**src/rtl/mist_frame_tracker.sv**
```systemverilog
// -----------------------------------------------------------------------------
// mist_frame_tracker
//   Synchronises raw VGA vertical sync, horizontal sync and the ROM-download
//   flag into clk, counts frames and derives the controls used by the
//   simulation dump controller: frame counter, frame strobe, download-done
//   pulse, dump window flag and a sticky finish request. All outputs are
//   registered.
//
// Optional feature (define MIST_FRAME_LINECNT_EN):
//   per-frame hs line counting with a line-count-changed indication.
//   When undefined, hs is ignored and lines_last / lines_err are tied to 0.
//
// Parameters
//   WAIT_DL     1: count nothing until the first download completes
//   DUMP_START  first frame_cnt value with dump_on=1
//   DUMP_END    first frame_cnt value with dump_on=0 again (0 = never closes)
//   MAX_FRAMES  frame_cnt value that raises finish (0 = never)
//   LINEW       width of the line counter
//
// Ports
//   clk          system clock
//   rst_n        asynchronous reset, active low
//   vs           raw vertical sync, frame starts on falling edge
//   hs           raw horizontal sync, line starts on rising edge
//   downloading  ROM download in progress
//   frame_cnt    frames counted since reset or since the last download ended
//   frame_stb    one-cycle pulse per counted frame
//   dl_done      one-cycle pulse when a download ends
//   dump_on      frame_cnt inside [DUMP_START, DUMP_END)
//   finish       sticky, frame_cnt reached MAX_FRAMES
//   lines_last   hs lines in the previous frame
//   lines_err    line count differs from the frame before
// -----------------------------------------------------------------------------
module mist_frame_tracker #(
    parameter int unsigned WAIT_DL    = 0,
    parameter int unsigned DUMP_START = 0,
    parameter int unsigned DUMP_END   = 0,
    parameter int unsigned MAX_FRAMES = 0,
    parameter int unsigned LINEW      = 10
) (
    input  logic             clk,
    input  logic             rst_n,
    input  logic             vs,
    input  logic             hs,
    input  logic             downloading,
    output logic [31:0]      frame_cnt,
    output logic             frame_stb,
    output logic             dl_done,
    output logic             dump_on,
    output logic             finish,
    output logic [LINEW-1:0] lines_last,
    output logic             lines_err
);

    typedef enum logic [1:0] {
        ST_WAIT,
        ST_LOAD,
        ST_RUN,
        ST_DONE
    } state_t;

    localparam state_t RESET_STATE = (WAIT_DL != 0) ? ST_WAIT : ST_RUN;
    localparam bit     START_ANY   = (DUMP_START == 0);
    localparam bit     END_NEVER   = (DUMP_END == 0);
    localparam bit     MAX_USED    = (MAX_FRAMES != 0);

    state_t state, state_n;

    // [0],[1]: two-flop synchroniser, [2]: edge register
    logic [2:0] vs_sh;
    logic [2:0] dl_sh;
    logic       vs_fall;
    logic       dl_rise;
    logic       dl_fall;

    logic [31:0] frame_cnt_n;
    logic [31:0] cnt_inc;
    logic        frame_stb_n;
    logic        dl_done_n;
    logic        dump_on_n;
    logic        finish_n;
    logic        count_evt;
    logic        cnt_hit;

    always_ff @(posedge clk or negedge rst_n) begin
        if (!rst_n) begin
            vs_sh <= '0;
            dl_sh <= '0;
        end else begin
            vs_sh <= {vs_sh[1:0], vs};
            dl_sh <= {dl_sh[1:0], downloading};
        end
    end

    assign vs_fall = vs_sh[2] & ~vs_sh[1];
    assign dl_rise = ~dl_sh[2] & dl_sh[1];
    assign dl_fall = dl_sh[2] & ~dl_sh[1];

    // A download start in the same cycle as a vs edge wins: no frame is counted.
    assign cnt_inc   = frame_cnt + 32'd1;
    assign count_evt = (state == ST_RUN) && vs_fall && !dl_rise;
    assign cnt_hit   = count_evt && MAX_USED && (cnt_inc == MAX_FRAMES);

    // ---------------- state register ----------------
    always_ff @(posedge clk or negedge rst_n) begin
        if (!rst_n) begin
            state <= RESET_STATE;
        end else begin
            state <= state_n;
        end
    end

    // ---------------- next-state logic ----------------
    always_comb begin
        state_n = state;
        unique case (state)
            ST_WAIT: if (dl_rise) state_n = ST_LOAD;
            ST_LOAD: if (dl_fall) state_n = ST_RUN;
            ST_RUN: begin
                if (dl_rise)      state_n = ST_LOAD;
                else if (cnt_hit) state_n = ST_DONE;
            end
            ST_DONE: if (dl_rise) state_n = ST_LOAD;
            default: state_n = RESET_STATE;
        endcase
    end

    // ---------------- output logic (next values of registered outputs) ----------------
    always_comb begin
        frame_cnt_n = frame_cnt;
        frame_stb_n = 1'b0;
        dl_done_n   = 1'b0;
        finish_n    = finish;
        unique case (state)
            ST_LOAD: begin
                frame_cnt_n = '0;
                if (dl_fall) begin
                    dl_done_n = 1'b1;
                    finish_n  = 1'b0;
                end
            end
            ST_RUN: begin
                if (count_evt) begin
                    frame_stb_n = 1'b1;
                    frame_cnt_n = cnt_inc;
                    if (cnt_hit) finish_n = 1'b1;
                end
            end
            default: ;
        endcase
        // Uses the current frame_cnt, so dump_on trails the counter by one cycle.
        dump_on_n = ((state == ST_RUN) || (state == ST_DONE)) &&
                    (START_ANY || (frame_cnt >= DUMP_START)) &&
                    (END_NEVER || (frame_cnt < DUMP_END));
    end

    always_ff @(posedge clk or negedge rst_n) begin
        if (!rst_n) begin
            frame_cnt <= '0;
            frame_stb <= 1'b0;
            dl_done   <= 1'b0;
            dump_on   <= 1'b0;
            finish    <= 1'b0;
        end else begin
            frame_cnt <= frame_cnt_n;
            frame_stb <= frame_stb_n;
            dl_done   <= dl_done_n;
            dump_on   <= dump_on_n;
            finish    <= finish_n;
        end
    end

`ifdef MIST_FRAME_LINECNT_EN
    logic [2:0]       hs_sh;
    logic             hs_rise;
    logic [LINEW-1:0] line_cnt;
    logic [1:0]       strobes_seen;

    assign hs_rise = ~hs_sh[2] & hs_sh[1];

    // The first strobe closes a partial frame and the second has nothing valid
    // to compare against, so mismatches are flagged from the third strobe on.
    always_ff @(posedge clk or negedge rst_n) begin
        if (!rst_n) begin
            hs_sh        <= '0;
            line_cnt     <= '0;
            lines_last   <= '0;
            lines_err    <= 1'b0;
            strobes_seen <= '0;
        end else begin
            hs_sh <= {hs_sh[1:0], hs};
            if (frame_stb_n) begin
                lines_last <= line_cnt;
                line_cnt   <= LINEW'(hs_rise);
                lines_err  <= (strobes_seen == 2'd2) && (line_cnt != lines_last);
                if (strobes_seen != 2'd2) strobes_seen <= strobes_seen + 2'd1;
            end else begin
                lines_err <= 1'b0;
                if (hs_rise && (line_cnt != '1)) line_cnt <= line_cnt + LINEW'(1);
            end
        end
    end
`else
    logic unused_hs;
    assign unused_hs  = hs;
    assign lines_last = '0;
    assign lines_err  = 1'b0;
`endif

endmodule

```
**config.mk**
```make
export PLATFORM = sky130hd
export DESIGN_NAME = mist_frame_tracker
export DESIGN_NICKNAME = d
export VERILOG_FILES = /design/src/rtl/mist_frame_tracker.sv
export SDC_FILE = /design/constraint.sdc
export NUM_CORES = 1
export LEC_CHECK = 0
export BUFFER_PORTS_ARGS = -buffer_cell sky130_fd_sc_hd__buf_4
export CORE_ASPECT_RATIO = 1.25
export CORE_MARGIN = 3
export CORE_UTILIZATION = 33
export DETAILED_ROUTE_END_ITERATION = 8
export PLACE_DENSITY_LB_ADDON = 0.2
export SLEW_MARGIN = 15
export SYNTH_ARGS = -nofsm -noshare
export SYNTH_HDL_FRONTEND = slang
export SYNTH_SLANG_ARGS = --single-unit
```
**constraint.sdc**
```tcl
create_clock -name clk -period 2.54 [get_ports clk]
set_input_delay 0.381 -clock clk [delete_from_list [all_inputs] [get_ports clk]]
set_output_delay 0.381 -clock clk [all_outputs]
set_load 0.05 [all_outputs]
```
; Word level (Yosys, flattened, before mapping)
; Cells that the tools add are included.
[word_totals]
wordCells = 38
regBits = 43
[classes]
bitwise_logic = 6
addsub = 1
eq_ne = 6
n_mux = 9
n_reduce_logical = 9
[ops]
columns = operator, count
row1 = $pmux W32 S2, 1
row2 = $add A32 B1 Y32 const B, 1
row3 = $mux W32, 1
row4 = $eq A2 B2 Y1 const B, 2
row5 = $mux W1, 4
row6 = $mux W2, 2
row7 = $ne A2 B2 Y1 const B, 2
row8 = $pmux W2 S2, 1
row9 = $reduce_and A2 Y1, 2
row10 = $and A1 B1 Y1, 3
row11 = $not A1 Y1, 3
row12 = $reduce_or A3 Y1, 1
row13 = $eq A2 B1 Y1 const B, 1
row14 = $logic_and A1 B1 Y1, 2
row15 = $logic_not A2 Y1, 1
row16 = $ne A2 B1 Y1 const B, 1
row17 = $reduce_bool A2 Y1, 1
row18 = $logic_not A1 Y1, 1
row19 = $logic_or A1 B1 Y1, 1

; Logic depth before layout (Yosys ltp)
[logic_depth]
word_depth = 6
depth_mapped = 8
ltp_nobuf = 6

; Worst setup path after synthesis
; No wires, ideal clock.
[synth_path]
path_kind = register -> register
startpoint = reg frame_cnt[0]
endpoint = reg frame_cnt[28]
synth_period_minus_slack_ns = 2.194
arrival_time_ns = 2.075
setup_slack_ns = 0.346
n_path_buf = 1
setup_time_ns = 0.119
path_stages_with_launch = 8
path_cell_list = dfrtp_1 > ha_1 > and3_1 > clkbuf_1 > nand4_1 > nor4_4 > a31oi_1 > o21a_1
[synth_between]
elab_chain_len = 3
[synth_rtl]
columns = item, line
row1 = from (decl), 46  ; output logic [31:0] frame_cnt,
row2 = from (signal assigned), 165  ; frame_cnt <= frame_cnt_n;
row3 = $add A32 B1 Y32, 100  ; assign cnt_inc = frame_cnt + 32'd1;
row4 = $mux W32, 143  ; if (count_evt) begin
row5 = $pmux W32 S2, 134  ; unique case (state)
; Every way passes these cells. The select of a mux whose other input is x is not followed.
; A chain may end at the register's enable or synchronous reset.

; Worst setup path after layout
[layout_path]
startpoint = reg state[1]
endpoint = reg frame_cnt[31]
[layout_between]
elab_chain_len = 5
word_cells_on_any_way = 8
cone_classes = 3 x eq/ne / 1 x mux / 4 x reduce/logical
[layout_rtl]
columns = item, line
row1 = from (decl), 67  ; state_t state, state_n;
row2 = from (signal assigned), 109  ; state <= state_n;
row3 = $eq A2 B2 Y1, "101, 134"
row4 = $logic_and A1 B1 Y1 (2 in series), 101  ; assign count_evt = (state == ST_RUN) && vs_fall && !dl_rise;
row5 = $ne A2 B2 Y1 (no source line), --
row6 = $reduce_and A2 Y1 (no source line), --
; Parallel ways exist; a longest one is shown, timed or not.

==> results.ini <==
[status]
status = finished, final reports clean

[routing]
drc = 0
first_pass_iters = 4
wl_mm = 4.55
ant_nets = 0
drt_iter0_drc = 66
via_per_inst = 4.82
wl_per_cell_um = 13.3
via_count = 1644

[flow_run]
cap_violations = 0

[pwr]
irDropWorstVdd_uv = 213
p_int_w = 0.00107
p_total_w = 0.00148
pwr-share-seq_pct = 48.9
p_switching_w = 0.000413
p_per_area_nw_per_um2 = 572
pwr-share-clk_pct = 37.4
switching_share_pct = 27.9
pwr-share-comb_pct = 13.7
p_leak_nw = 1.15

[sta]
post-route-period-util_pct = 82.3
rsz0062_at_grt = false
max_freq_mhz = 478
setup_viol = 0
slew_viol_final = 0
max_slew_margin_pct = 63.3
worst_pin_slew_ps = 550
finClkSkew_ps = 8.68
hold_violations = 0
fin_tns_setup_ps = 0
min_period_ps = 2090

[clocking]
clk_path_buf_depth = 2
clk_latency_ps = 300
cts_sinks = 43
clkTransAtPathRegs_ps = 80
numCtsBuffers = 5
cts_max_level = 2
cts_setup_buffers = 0
cts_tree = done
ctsHoldBuffers = 0
ctsResizeCount = 0
cts_root_buffer = clkbuf_8

[place]
dp_hpwl_mm = 3.25
post_dp_cell_area_um2 = 2480
place_congestion = 0.766
io_buffers = 38

[yosys]
synth-async-reset-ratio_pct = 100
ys_seq_elements = 43
syn-instance-count = 218
synth_top_area_share_pct = 48.6
synth.most_common_cell = dfrtp_1
yosysTopAreaCell = dfrtp_1
ys_seq_area_share_pct = 49.8
synth_edf_count = 0
syn_area_um2 = 2160
syn-mean-instance-area_um2 = 9.92
yosysWarnings = 0
synthDistinctLibCells = 40
synth.top_cells.by_count = dfrtp_1 (42), nor2_1 (29), nand2_1 (20), xnor2_1 (19), buf_4 (12)
ys_top_cells_by_area = dfrtp_1 (49%), xnor2_1 (7.7%), nor2_1 (5.0%)
ys.flop_type = dfrtp_1

[die]
rows = 32
die-area_um2 = 7570
start_util_pct = 34.6
die_width_um = 78.4
ios = 52
dieHeight_um = 96.5
core_area_um2 = 6250

[setup_path]
cp-end-kind = flip-flop
crit_buf_inv = 0
required_ps = 2770
critPathKind = reg2reg
reg2reg_depth = 5
slowest_stage = dfstp_2
max_stage_delay_ps = 640
path_max_fanout = 16
cp.depth = 5
crit_family = simple AND/OR/NAND/NOR gates
worstPathArrival_ps = 2320
startpoint_type = flip-flop
cp_cell_sequence = nand4bb_4, o21a_4, or2_1, or4_1, a21oi_1

[layout]
nFillCells = 660
design_area_um2 = 2590
drive_above_1_share_pct = 21.9
area_growth_pct = 20.0
nets = 261
antennaDiodeCount = 0

[global_routing]
grt_max_degree = 44
grt_pass1_vias = 1585
antenna_found_initial = 0
grt_pass1_wl_mm = 7.80
track_usage_pct = 13.1
grt_overflow = 0

[hold_path]
min_path_type = in2async

## flip-flops by register name (all words and copies together), names as in the netlist
register,cells
vs_sh,3
frame_stb,1
frame_cnt,32
dl_done,1
dump_on,1
state,2
dl_sh,3
## through the flow
stage / utilization, % / hold WS [ps] / cells / setup slack, ps
2_1_floorplan: - / 85.4 / 229 / 346
4_1_cts: 41.5 / 84.9 / 341 / 444
3_3_place_gp: 39.7 / 335 / 333 / 497
5_1_grt: 41.5 / 103 / 341 / 309
6_report: 41.5 / 61.4 / 341 / 449
3_5_place_dp: 39.7 / 338 / 333 / 466
## final timing paths
check / startpoint / to / slack, ps
setup / recovery: state[1] / frame_cnt[31] / 450
hold / removal: rst_n / frame_cnt[8] / 60
min in group clk: downloading / dl_sh[0] / 190
max in group asynchronous: rst_n / frame_cnt[17] / 2090
hold reg to reg: dl_sh[0] / dl_sh[1] / 350
setup reg to reg: state[1] / frame_cnt[31] / 450
## power groups by stage
stage	clock (W)	combinational, W	sequential [W]
global placement	0	0.000208	0.000739
floorplan	0	0.000146	0.000756
global route	0.000598	0.000221	0.000729
detailed placement	0	0.000207	0.000740
finish	0.000555	0.000203	0.000725
CTS	0.000576	0.000207	0.000726
## logic make-up after synthesis
group	count (synthesis)	share of synthesized area, %
AND/OR/NAND/NOR	103	26.8
flip-flops	43	49.8
buffers and inverters	26	7.06
XOR/XNOR	23	9.31
AO/OA/AOI/OAI	21	6.25
adder cells (fa/ha/maj)	1	0.578
other	1	0.173
## placed cells by master, fill, tap and decap left out, drive strengths merged, types with 3 or more instances in the layout
cell and n:
and3 6, a21oi 8, or4 3, clkbuf 6, nand4 8, nand2 20, o21a 3, nor4b 3
o21ai 4, nor3 5, and4 5, nor4 7, inv 4, nor2 29, xnor2 19, xor2 4
nand2b 5, dfrtp 42, conb 12, nand3 5, buf 40
## per-layer routing
layer	track usage (%)	part of all wire [%]
met5	0	0
met4	5.25	1.7
met3	3.34	5.2
met2	21.0	47
met1	17.1	46
## layout make-up
type / instances / area (um^2) / share of cell area, %
flip-flops and latches: 43 / 1080 / 41.5
inverters: 5 / 18.8 / 0.723
multi-input cells: 160 / 975 / 37.6
clock buffers: 6 / 82.6 / 3.18
repair buffers: 40 / 300 / 11.6
clock inverters: 2 / 35.0 / 1.35
well taps: 85 / 106 / 4.10
(Power assumes the default switching activity.)
